<file path="config.mk">
export PLATFORM = sky130hd
export DESIGN_NAME = vga_pmod_out
export DESIGN_NICKNAME = d
export VERILOG_FILES = /design/src/rtl/vga_out_pkg.sv /design/src/rtl/vga_dither_reduce.sv /design/src/rtl/vga_pmod_out.sv
export SDC_FILE = /design/constraint.sdc
export NUM_CORES = 1
export LEC_CHECK = 0
export ABC_CLOCK_PERIOD_IN_PS = 1300
export CORE_MARGIN = 1
export CORE_UTILIZATION = 45
export DETAILED_ROUTE_END_ITERATION = 16
export GPL_ROUTABILITY_DRIVEN = 0
export MAX_ROUTING_LAYER = met4
export PLACE_DENSITY = 0.76
export SLEW_MARGIN = 40
export SYNTH_ARGS = -nofsm -noshare
export SYNTH_HDL_FRONTEND = slang
export SYNTH_SLANG_ARGS = --single-unit
</file>
<file path="constraint.sdc">
create_clock -name clk -period 1.3 [get_ports clk]
set_input_delay 0.325 -clock clk [delete_from_list [all_inputs] [get_ports clk]]
set_output_delay 0.325 -clock clk [all_outputs]
set_load 0.02 [all_outputs]
</file>
<file path="src/rtl/vga_out_pkg.sv">
// Shared types, dither table and pin packing for the VGA PMOD output stage.
package vga_out_pkg;

  typedef enum logic {
    PIN_TT  = 1'b0,
    PIN_ALT = 1'b1
  } pinout_e;

  // 2x2 ordered-dither thresholds indexed by {row parity, col[0]}: {0,2;3,1}
  localparam logic [3:0][1:0] BAYER = {2'd1, 2'd3, 2'd2, 2'd0};

  function automatic logic [7:0] pack_pins(input pinout_e    pin,
                                           input logic       hs,
                                           input logic       vs,
                                           input logic [1:0] r,
                                           input logic [1:0] g,
                                           input logic [1:0] b);
    if (pin == PIN_ALT) begin
      return {b[0], b[1], g[0], g[1], r[0], r[1], vs, hs};
    end
    return {hs, b[0], g[0], r[0], vs, b[1], g[1], r[1]};
  endfunction

endpackage

</file>
<file path="src/rtl/vga_dither_reduce.sv">
// Reduces one CBITS-wide colour channel to 2 bits, optionally adding an ordered-dither
// threshold before truncation and saturating at 3.
module vga_dither_reduce #(
  parameter int unsigned CBITS = 2
) (
  input  logic [CBITS-1:0] i_v,
  input  logic             i_dither,
  input  logic [1:0]       i_bayer,
  output logic [1:0]       o_v
);

  if (CBITS == 2) begin : g_pass
    logic w_unused;
    assign w_unused = ^{i_dither, i_bayer};
    assign o_v      = i_v;
  end else begin : g_reduce
    localparam int unsigned SH = CBITS - 2;

    // One extra bit so v + t cannot wrap before the saturation test
    logic [CBITS:0] w_t;
    logic [CBITS:0] w_sum;
    logic [CBITS:0] w_q;

    assign w_t   = i_dither ? ((((CBITS + 1)'(i_bayer)) << SH) >> 2) : '0;
    assign w_sum = {1'b0, i_v} + w_t;
    assign w_q   = w_sum >> SH;
    assign o_v   = (w_q > (CBITS + 1)'(3)) ? 2'd3 : w_q[1:0];
  end

endmodule

</file>
<file path="src/rtl/vga_pmod_out.sv">
// Registered VGA pin driver: frame-aligned mode latch, colour-bar pattern, dither/reduction,
// blank masking and a PIPE-deep output pipeline shared by sync and colour.
module vga_pmod_out
  import vga_out_pkg::*;
#(
  parameter int unsigned CBITS         = 2,
  parameter int unsigned PIPE          = 1,
  parameter int unsigned BAR_W         = 80,
  parameter bit          VSYNC_ACT_LOW = 1'b1
) (
  input  logic               clk,
  input  logic               reset,
  input  logic               hsync_in,
  input  logic               vsync_in,
  input  logic               blank_in,
  input  logic [3*CBITS-1:0] rgb_in,
  input  logic [1:0]         mode_in,
  input  logic               dither_en,
  output logic [7:0]         uo_out,
  output logic               frame_strobe,
  output logic [1:0]         mode_q
);

  localparam int unsigned PERIOD = 8 * BAR_W;
  localparam int unsigned COL_W  = $clog2(PERIOD);

  logic             r_vs_prev;
  logic             r_blank_prev;
  logic             r_row;
  logic             r_dither_q;
  logic             r_strobe;
  logic [1:0]       r_mode_q;
  logic [COL_W-1:0] r_col;
  logic [7:0]       r_pipe [PIPE];

  logic             w_vs_act;
  logic             w_vs_prev_act;
  logic             w_fs;
  logic             w_line_end;
  logic [2:0]       w_bar;
  logic [1:0]       w_bayer;
  logic [CBITS-1:0] w_chan [3];
  logic [1:0]       w_red  [3];
  logic [1:0]       w_mask [3];
  logic [7:0]       w_pins;

  assign w_vs_act      = VSYNC_ACT_LOW ? ~vsync_in : vsync_in;
  assign w_vs_prev_act = VSYNC_ACT_LOW ? ~r_vs_prev : r_vs_prev;
  assign w_fs          = w_vs_act & ~w_vs_prev_act;
  assign w_line_end    = blank_in & ~r_blank_prev;
  assign w_bar         = 3'(r_col / COL_W'(BAR_W));
  assign w_bayer       = BAYER[{r_row, r_col[0]}];

  // Channel index 0 = B, 1 = G, 2 = R, matching bar index bits b[0..2]
  always_comb begin
    for (int i = 0; i < 3; i++) begin
      w_chan[i] = r_mode_q[1] ? {CBITS{w_bar[i]}} : rgb_in[i*CBITS +: CBITS];
      w_mask[i] = blank_in ? 2'b00 : w_red[i];
    end
  end

  for (genvar i = 0; i < 3; i++) begin : g_chan
    vga_dither_reduce #(
      .CBITS(CBITS)
    ) u_reduce (
      .i_v     (w_chan[i]),
      .i_dither(r_dither_q),
      .i_bayer (w_bayer),
      .o_v     (w_red[i])
    );
  end

  assign w_pins = pack_pins(pinout_e'(r_mode_q[0]), hsync_in, vsync_in,
                            w_mask[2], w_mask[1], w_mask[0]);

  always_ff @(posedge clk or posedge reset) begin
    if (reset) begin
      r_vs_prev    <= 1'b0;
      r_blank_prev <= 1'b0;
      r_row        <= 1'b0;
      r_dither_q   <= 1'b0;
      r_strobe     <= 1'b0;
      r_mode_q     <= 2'b00;
      r_col        <= '0;
    end else begin
      r_vs_prev    <= vsync_in;
      r_blank_prev <= blank_in;
      r_strobe     <= w_fs;
      if (w_fs) begin
        r_mode_q   <= mode_in;
        r_dither_q <= dither_en;
      end
      if (blank_in || (r_col == COL_W'(PERIOD - 1))) begin
        r_col <= '0;
      end else begin
        r_col <= r_col + 1'b1;
      end
      if (w_fs) begin
        r_row <= 1'b0;
      end else if (w_line_end) begin
        r_row <= ~r_row;
      end
    end
  end

  always_ff @(posedge clk or posedge reset) begin
    if (reset) begin
      for (int i = 0; i < PIPE; i++) begin
        r_pipe[i] <= 8'h00;
      end
    end else begin
      r_pipe[0] <= w_pins;
      for (int i = 1; i < PIPE; i++) begin
        r_pipe[i] <= r_pipe[i-1];
      end
    end
  end

  assign uo_out       = r_pipe[PIPE-1];
  assign frame_strobe = r_strobe;
  assign mode_q       = r_mode_q;

endmodule

</file>
==> flow_metrics.tcl, run 1 <==
set metrics [dict create \
    crit_chain "mux2i_1 > a21o_1 > a211oi_4 > mux2i_1 > o31ai_1" \
    fmax_mhz 655 \
    max_slew_margin 0.801 \
    fin_ws_ns -0.228 \
    cts_buffer_depth 2 \
    htreeDepth 1 \
    num_antenna_cells 0 \
    coreArea_mm2 0.00248 \
    final_nets 184 \
    stdcell_area_mm2 0.00177 \
    dp_hpwl_mm 2.05 \
    finalCritPeriodShare 1.18 \
    cts_buffers 3 \
    grt_pass1_wl_mm 4.90 \
    critical_path_required_ns 1.52 \
    setup_viol 14 \
    grt_antenna_before_repair 0 \
    area_growth_pct 50.5 \
    synthMuxAreaShare 0.0446 \
    initial_core_util 0.476 \
    die_w_um 53.2 \
    drc 0 \
    grt_max_degree 23 \
    pin_count 25 \
    wirelength_mm 3.01 \
    finalNonFillerCells 197 \
    cts_hold_buf 0 \
    fin_setup_tns_ns -1.72 \
    skew_ns 0.00965 \
    dr.pass1.iters 4 \
    p_leak_nw 0.786 \
    num_rows 18 \
    wire_per_inst_um 15.3 \
    dieArea_mm2 0.00283 \
    pre_cts_ws_ns -0.251 \
    slowest_stage "dfrtp_2" \
    cp-end-kind "flop" \
    synth_seq_cells 22 \
    drt_iter0_markers 15 \
    synth-simple-area-share 0.188 \
    cp-start-kind "flop" \
    hold_viol_final 0 \
    cts.sinks 22 \
    hp-class "input pin to async pin" \
    grt.overflow.total 0 \
    dp_cells 189 \
    whs_ns 0.327 \
    cts_tree "built" \
    grt_pass1_vias 1075 \
    max-vdd-ir-drop_uv 838 \
    syn_area_per_cell_um2 9.74 \
    violations "setup timing" \
    netlist_area_mm2 0.00118 \
    clk_pin_slew_ns 0.13 \
    yosys_warnings 0 \
    seq_area_frac_synth 0.467 \
    avgViaCountPerCell 5.30 \
    rsz0062_at_grt "yes" \
    synth_xor_xnor_area_share 0.0594 \
    drive_gt1_frac 0.455 \
    syn-num-nets 137 \
    max_stage_delay_ns 0.48 \
    grt.total_usage 0.251 \
    arrival_ns 1.75 \
    tightest_slew_ns 0.298 \
    powerDensity_mw_per_mm2 933 \
    synthAdderAreaFrac 0.0297 \
    multi_input_area_um2 696 \
    clk_latency_ns 0.31 \
    path_common_cell "mux2i_1" \
    crit_type "flop to flop" \
    nFillCells 201 \
    yosysUniqueCellTypes 35 \
    min_period_ns 1.53 \
    placed_area_mm2 0.00160 \
    port_buffers 23 \
    max_cap_viol_count 0 \
    drtAntennaViolNets 0 \
    die_y_um 53.2 \
    vias 1044 \
    synth-compound-area-share 0.156 \
    status "finished with violations" \
    final_max_slew_viol_count 0 \
    regArea_um2 558 \
    synth_top_family_by_area "simple AND/OR/NAND/NOR gates" \
    ctsRootBufferMaster "clkbuf_4" \
    worst-path-max-fanout 5 \
    syn_inst 121 \
]
==> registers in the layout, summed over array words and instances (netlist names) <==
| signal | flops |
|---|---|
| mode_q | 2 |
| r_vs_prev | 1 |
| frame_strobe | 1 |
| r_col | 10 |
| uo_out | 8 |
==> per-layer routing <==
layer | share of wire | track usage | routed length (um)
met4 | 0.0030 | 0.0395 | 9
met3 | 0.016 | 0.0345 | 49
met2 | 0.54 | 0.449 | 1630
met5 | 0 | - | 0
met1 | 0.44 | 0.303 | 1320
==> cell usage in the layout, fill, tap and decap left out, types with 3 or more instances in the layout <==
cell / n
buf_4: 22
dfrtp_1: 16
clkdlybuf4s50_1: 12
nor2_1: 10
inv_1: 7
nand2_1: 7
buf_2: 6
dfrtp_2: 6
nor2b_1: 4
o21ai_0: 4
xor2_1: 4
xnor2_1: 4
buf_6: 4
a21oi_2: 3
mux2i_1: 3
nor3_2: 3
clkbuf_4: 3
clkdlybuf4s15_2: 3
==> synthesized netlist by cell type <==
master | count | area [um2]
nor2b_1 | 6 | 37.5
mux2i_1 | 3 | 30.0
o21ai_1 | 3 | 15.0
a21o_1 | 2 | 15.0
o2111a_1 | 1 | 11.3
a211oi_1 | 2 | 15.0
o31ai_1 | 1 | 7.51
a221oi_1 | 1 | 8.76
o21ai_0 | 5 | 25.0
a211o_1 | 1 | 8.76
mux2_2 | 2 | 22.5
nand2_1 | 8 | 30.0
nor2_1 | 10 | 37.5
nand4_1 | 1 | 6.26
o32ai_2 | 1 | 16.3
or2_1 | 1 | 6.26
nor3_1 | 6 | 30.0
o2bb2ai_1 | 1 | 8.76
nor4b_1 | 1 | 8.76
inv_1 | 7 | 26.3
o22ai_1 | 2 | 12.5
dfrtp_1 | 22 | 551
clkbuf_1 | 2 | 7.51
nand2b_1 | 4 | 25.0
a211oi_2 | 2 | 25.0
buf_2 | 4 | 20.0
buf_6 | 1 | 11.3
nand3_1 | 4 | 20.0
a21oi_1 | 3 | 15.0
and3_1 | 2 | 12.5
xnor2_1 | 4 | 35.0
xor2_1 | 4 | 35.0
ha_1 | 2 | 25.0
maj3_1 | 1 | 10.0
and2b_1 | 1 | 7.51
==> through the flow <==
step / power, mW / util
final: 1.66 / 0.716
after global routing: 1.72 / 0.716
after CTS: 1.67 / 0.706
after detailed placement: 1.15 / 0.644
after global placement: 1.14 / 0.644
after floorplan: 0.967 / -
==> worst max-delay path: cells and delay by family (launching register included) <==
family / cells / cell delay, ns
AO/OA/AOI/OAI: 3 / 0.70
flip-flops: 1 / 0.48
multiplexers: 2 / 0.26
==> cell families after synthesis <==
logic type	after synthesis
AO/OA/AOI/OAI	25
XOR/XNOR	8
buffers and inverters	14
flip-flops	22
AND/OR/NAND/NOR	44
adder cells (fa/ha/maj)	3
multiplexers	5
==> report_power, final <==
group | leakage [nW] | internal, mW | switching, mW | total (mW)
Sequential | 0.279 | 0.733 | 0.0227 | 0.756
Combinational | 0.480 | 0.165 | 0.202 | 0.368
Clock | 0.0279 | 0.311 | 0.220 | 0.532
==> cell type report <==
type	count	share of cell area
multi-input cells	85	0.392
flip-flops and latches	22	0.315
repair buffers	49	0.228
well taps	30	0.0212
clock inverters	1	0.0169
inverters	7	0.0148
clock buffers	3	0.0127
==> what timing repair did <==
action,in CTS,in global routing
pin swaps,8,10
setup buffers,2,2
resized for setup,54,22
endpoints found under the setup margin,27,24
==> worst paths after layout <==
check	cells past startpoint	slack, ns	end	startpoint
min in group clk	3	0.54	mode_q[0]	mode_in[0]
worst min register to register	2	0.59	r_col[0]	r_col[0]
max in group asynchronous	3	0.71	r_col[5]	reset
worst max-delay path	5	-0.23	uo_out[1]	r_col[6]
worst max register to register	5	-0.23	uo_out[1]	r_col[6]
worst min-delay path	3	0.33	mode_q[0]	reset
Power figures use the tool's default switching activity.
==> inputs of run 2 (changes only) <==
SETUP_SLACK_MARGIN = 0.2   (was default)
==> flow_metrics.tcl, run 2 (synthesis results as in run 1) <==
set metrics [dict create \
    status "finished with violations" \
    violations "setup timing" \
    dieArea_mm2 0.00283 \
    max_slew_margin 0.806 \
    critical_path_required_ns 1.52 \
    fin_ws_ns -0.197 \
    final_common_cell "buf_4" \
    p_leak_nw 0.790 \
    whs_ns 0.328 \
    clk_latency_ns 0.31 \
    arrival_ns 1.72 \
    fmax_mhz 668 \
    worst-path-buf-inv 0 \
    final_cell_mix "buf_4, buf_6, dfrtp_1" \
    min_period_ns 1.50 \
    num_rows 18 \
    grt.overflow.total 0 \
    coreArea_mm2 0.00248 \
    vias 1032 \
    port_buffers 23 \
    cp-start-kind "flop" \
    drive_gt1_frac 0.464 \
    drt_iter0_markers 12 \
    wirelength_mm 2.82 \
    drc 0 \
    rsz0062_at_grt "yes" \
    finalCritPeriodShare 1.15 \
    hp-class "input pin to async pin" \
    tightest_slew_ns 0.289 \
    avgViaCountPerCell 5.21 \
    met1_usage 0.275 \
    worst-path-max-fanout 6 \
    met3_usage 0.0374 \
    largest_reg_flops 10 \
    dp_cells 192 \
    crit_type "flop to flop" \
    die_w_um 53.2 \
    die_y_um 53.2 \
    grt_max_degree 23 \
    reg2reg_depth 5 \
    max-vdd-ir-drop_uv 999 \
    drtAntennaViolNets 0 \
    path_common_cell "mux2i_1" \
    startpoint "r_col[6]" \
    htreeDepth 1 \
    cts_buffer_depth 2 \
    grt_antenna_before_repair 0 \
    slowest_stage "dfrtp_2" \
    crit_chain "mux2i_1 > a21o_1 > a211oi_4 > mux2i_1 > o31ai_1" \
    grt.total_usage 0.243 \
    cts_hold_buf 0 \
    wire_per_inst_um 14.2 \
    cts_buffers 3 \
    max_stage_delay_ns 0.47 \
    final_nets 185 \
    clk_pin_slew_ns 0.12 \
    post-route-util 0.745 \
    initial_core_util 0.476 \
    grt_pass1_vias 1060 \
    dp_hpwl_mm 1.91 \
    grt_busiest_layer "met2" \
    setup_viol 8 \
    num_antenna_cells 0 \
    final_max_slew_viol_count 0 \
    rr_startpoint "r_col[6]" \
    finalNonFillerCells 198 \
    endpoint "uo_out[1]" \
    use_met2 0.416 \
    nFillCells 177 \
    cts_tree "built" \
    ctsRootBufferMaster "clkbuf_4" \
    max_cap_viol_count 0 \
    cp.depth 5 \
    powerDensity_mw_per_mm2 850 \
    worstReg2RegEnd "uo_out[1]" \
    hold_viol_final 0 \
    dr.pass1.iters 4 \
    regMostFlops "r_col" \
    skew_ns 0.00620 \
    area_growth_pct 56.7 \
    cp-end-kind "flop" \
    pin_count 25 \
    cts.sinks 22 \
    grt_pass1_wl_mm 4.62 \
    cp_top_family "compound AO/OA/AOI/OAI gates" \
    r2r_setup_slack_ns -0.20 \
]
run 2: final cells by class:
cell class / instances / area (um2) / area share
timing repair buffer: 50 / 473 / 0.256
sequential: 22 / 558 / 0.302
tap: 30 / 37.5 / 0.0203
multi-input combinational: 85 / 712 / 0.386
clock buffer: 4 / 36.3 / 0.0196
inverter: 7 / 30.0 / 0.0163
run 2: routing by layer:
layer / up-vias / part of all wire
li1: 512 / -
met1: 500 / 0.44
met2: 14 / 0.51
met3: 6 / 0.020
met4: 0 / 0.029
met5: - / 0
run 2: through the flow:
stage	setup WS [ns]	cell area (um2)	power, mW	TNS (ns)
final	-0.197	1850	1.57	-1.14
after global routing	-0.253	1850	1.65	-1.78
after CTS	-0.163	1810	1.57	-1.10
after detailed placement	-0.185	1650	1.15	-1.83
after global placement	-0.167	1650	1.14	-1.41
after floorplan	-0.0458	1250	0.967	-0.117
run 2: worst register-to-register path, delay by kind of cell (launching register included):
family | cells | cell delay (ns)
muxes | 2 | 0.26
DFF | 1 | 0.47
AOI/OAI and AO/OA | 3 | 0.69
run 2: power by group:
part	switching [mW]	internal, mW
combinational	0.207	0.216
clock	0.211	0.171
sequential	0.0305	0.733
total	0.449	1.12
run 2: how the worst min path moves through the flow:
stage,to,slack [ns],cells past startpoint
4_1_cts,r_vs_prev,0.33,3
3_3_place_gp,r_col[0],0.48,1
6_report,uo_out[2],0.33,3
5_1_grt,frame_strobe,0.41,3
2_1_floorplan,frame_strobe,0.31,1
3_5_place_dp,r_col[0],0.48,1
run 2: repair_timing:
action,CTS,global route
gates resized for setup,88,11
buffers inserted,2,0
pin swaps,12,6
setup endpoints to repair,28,29
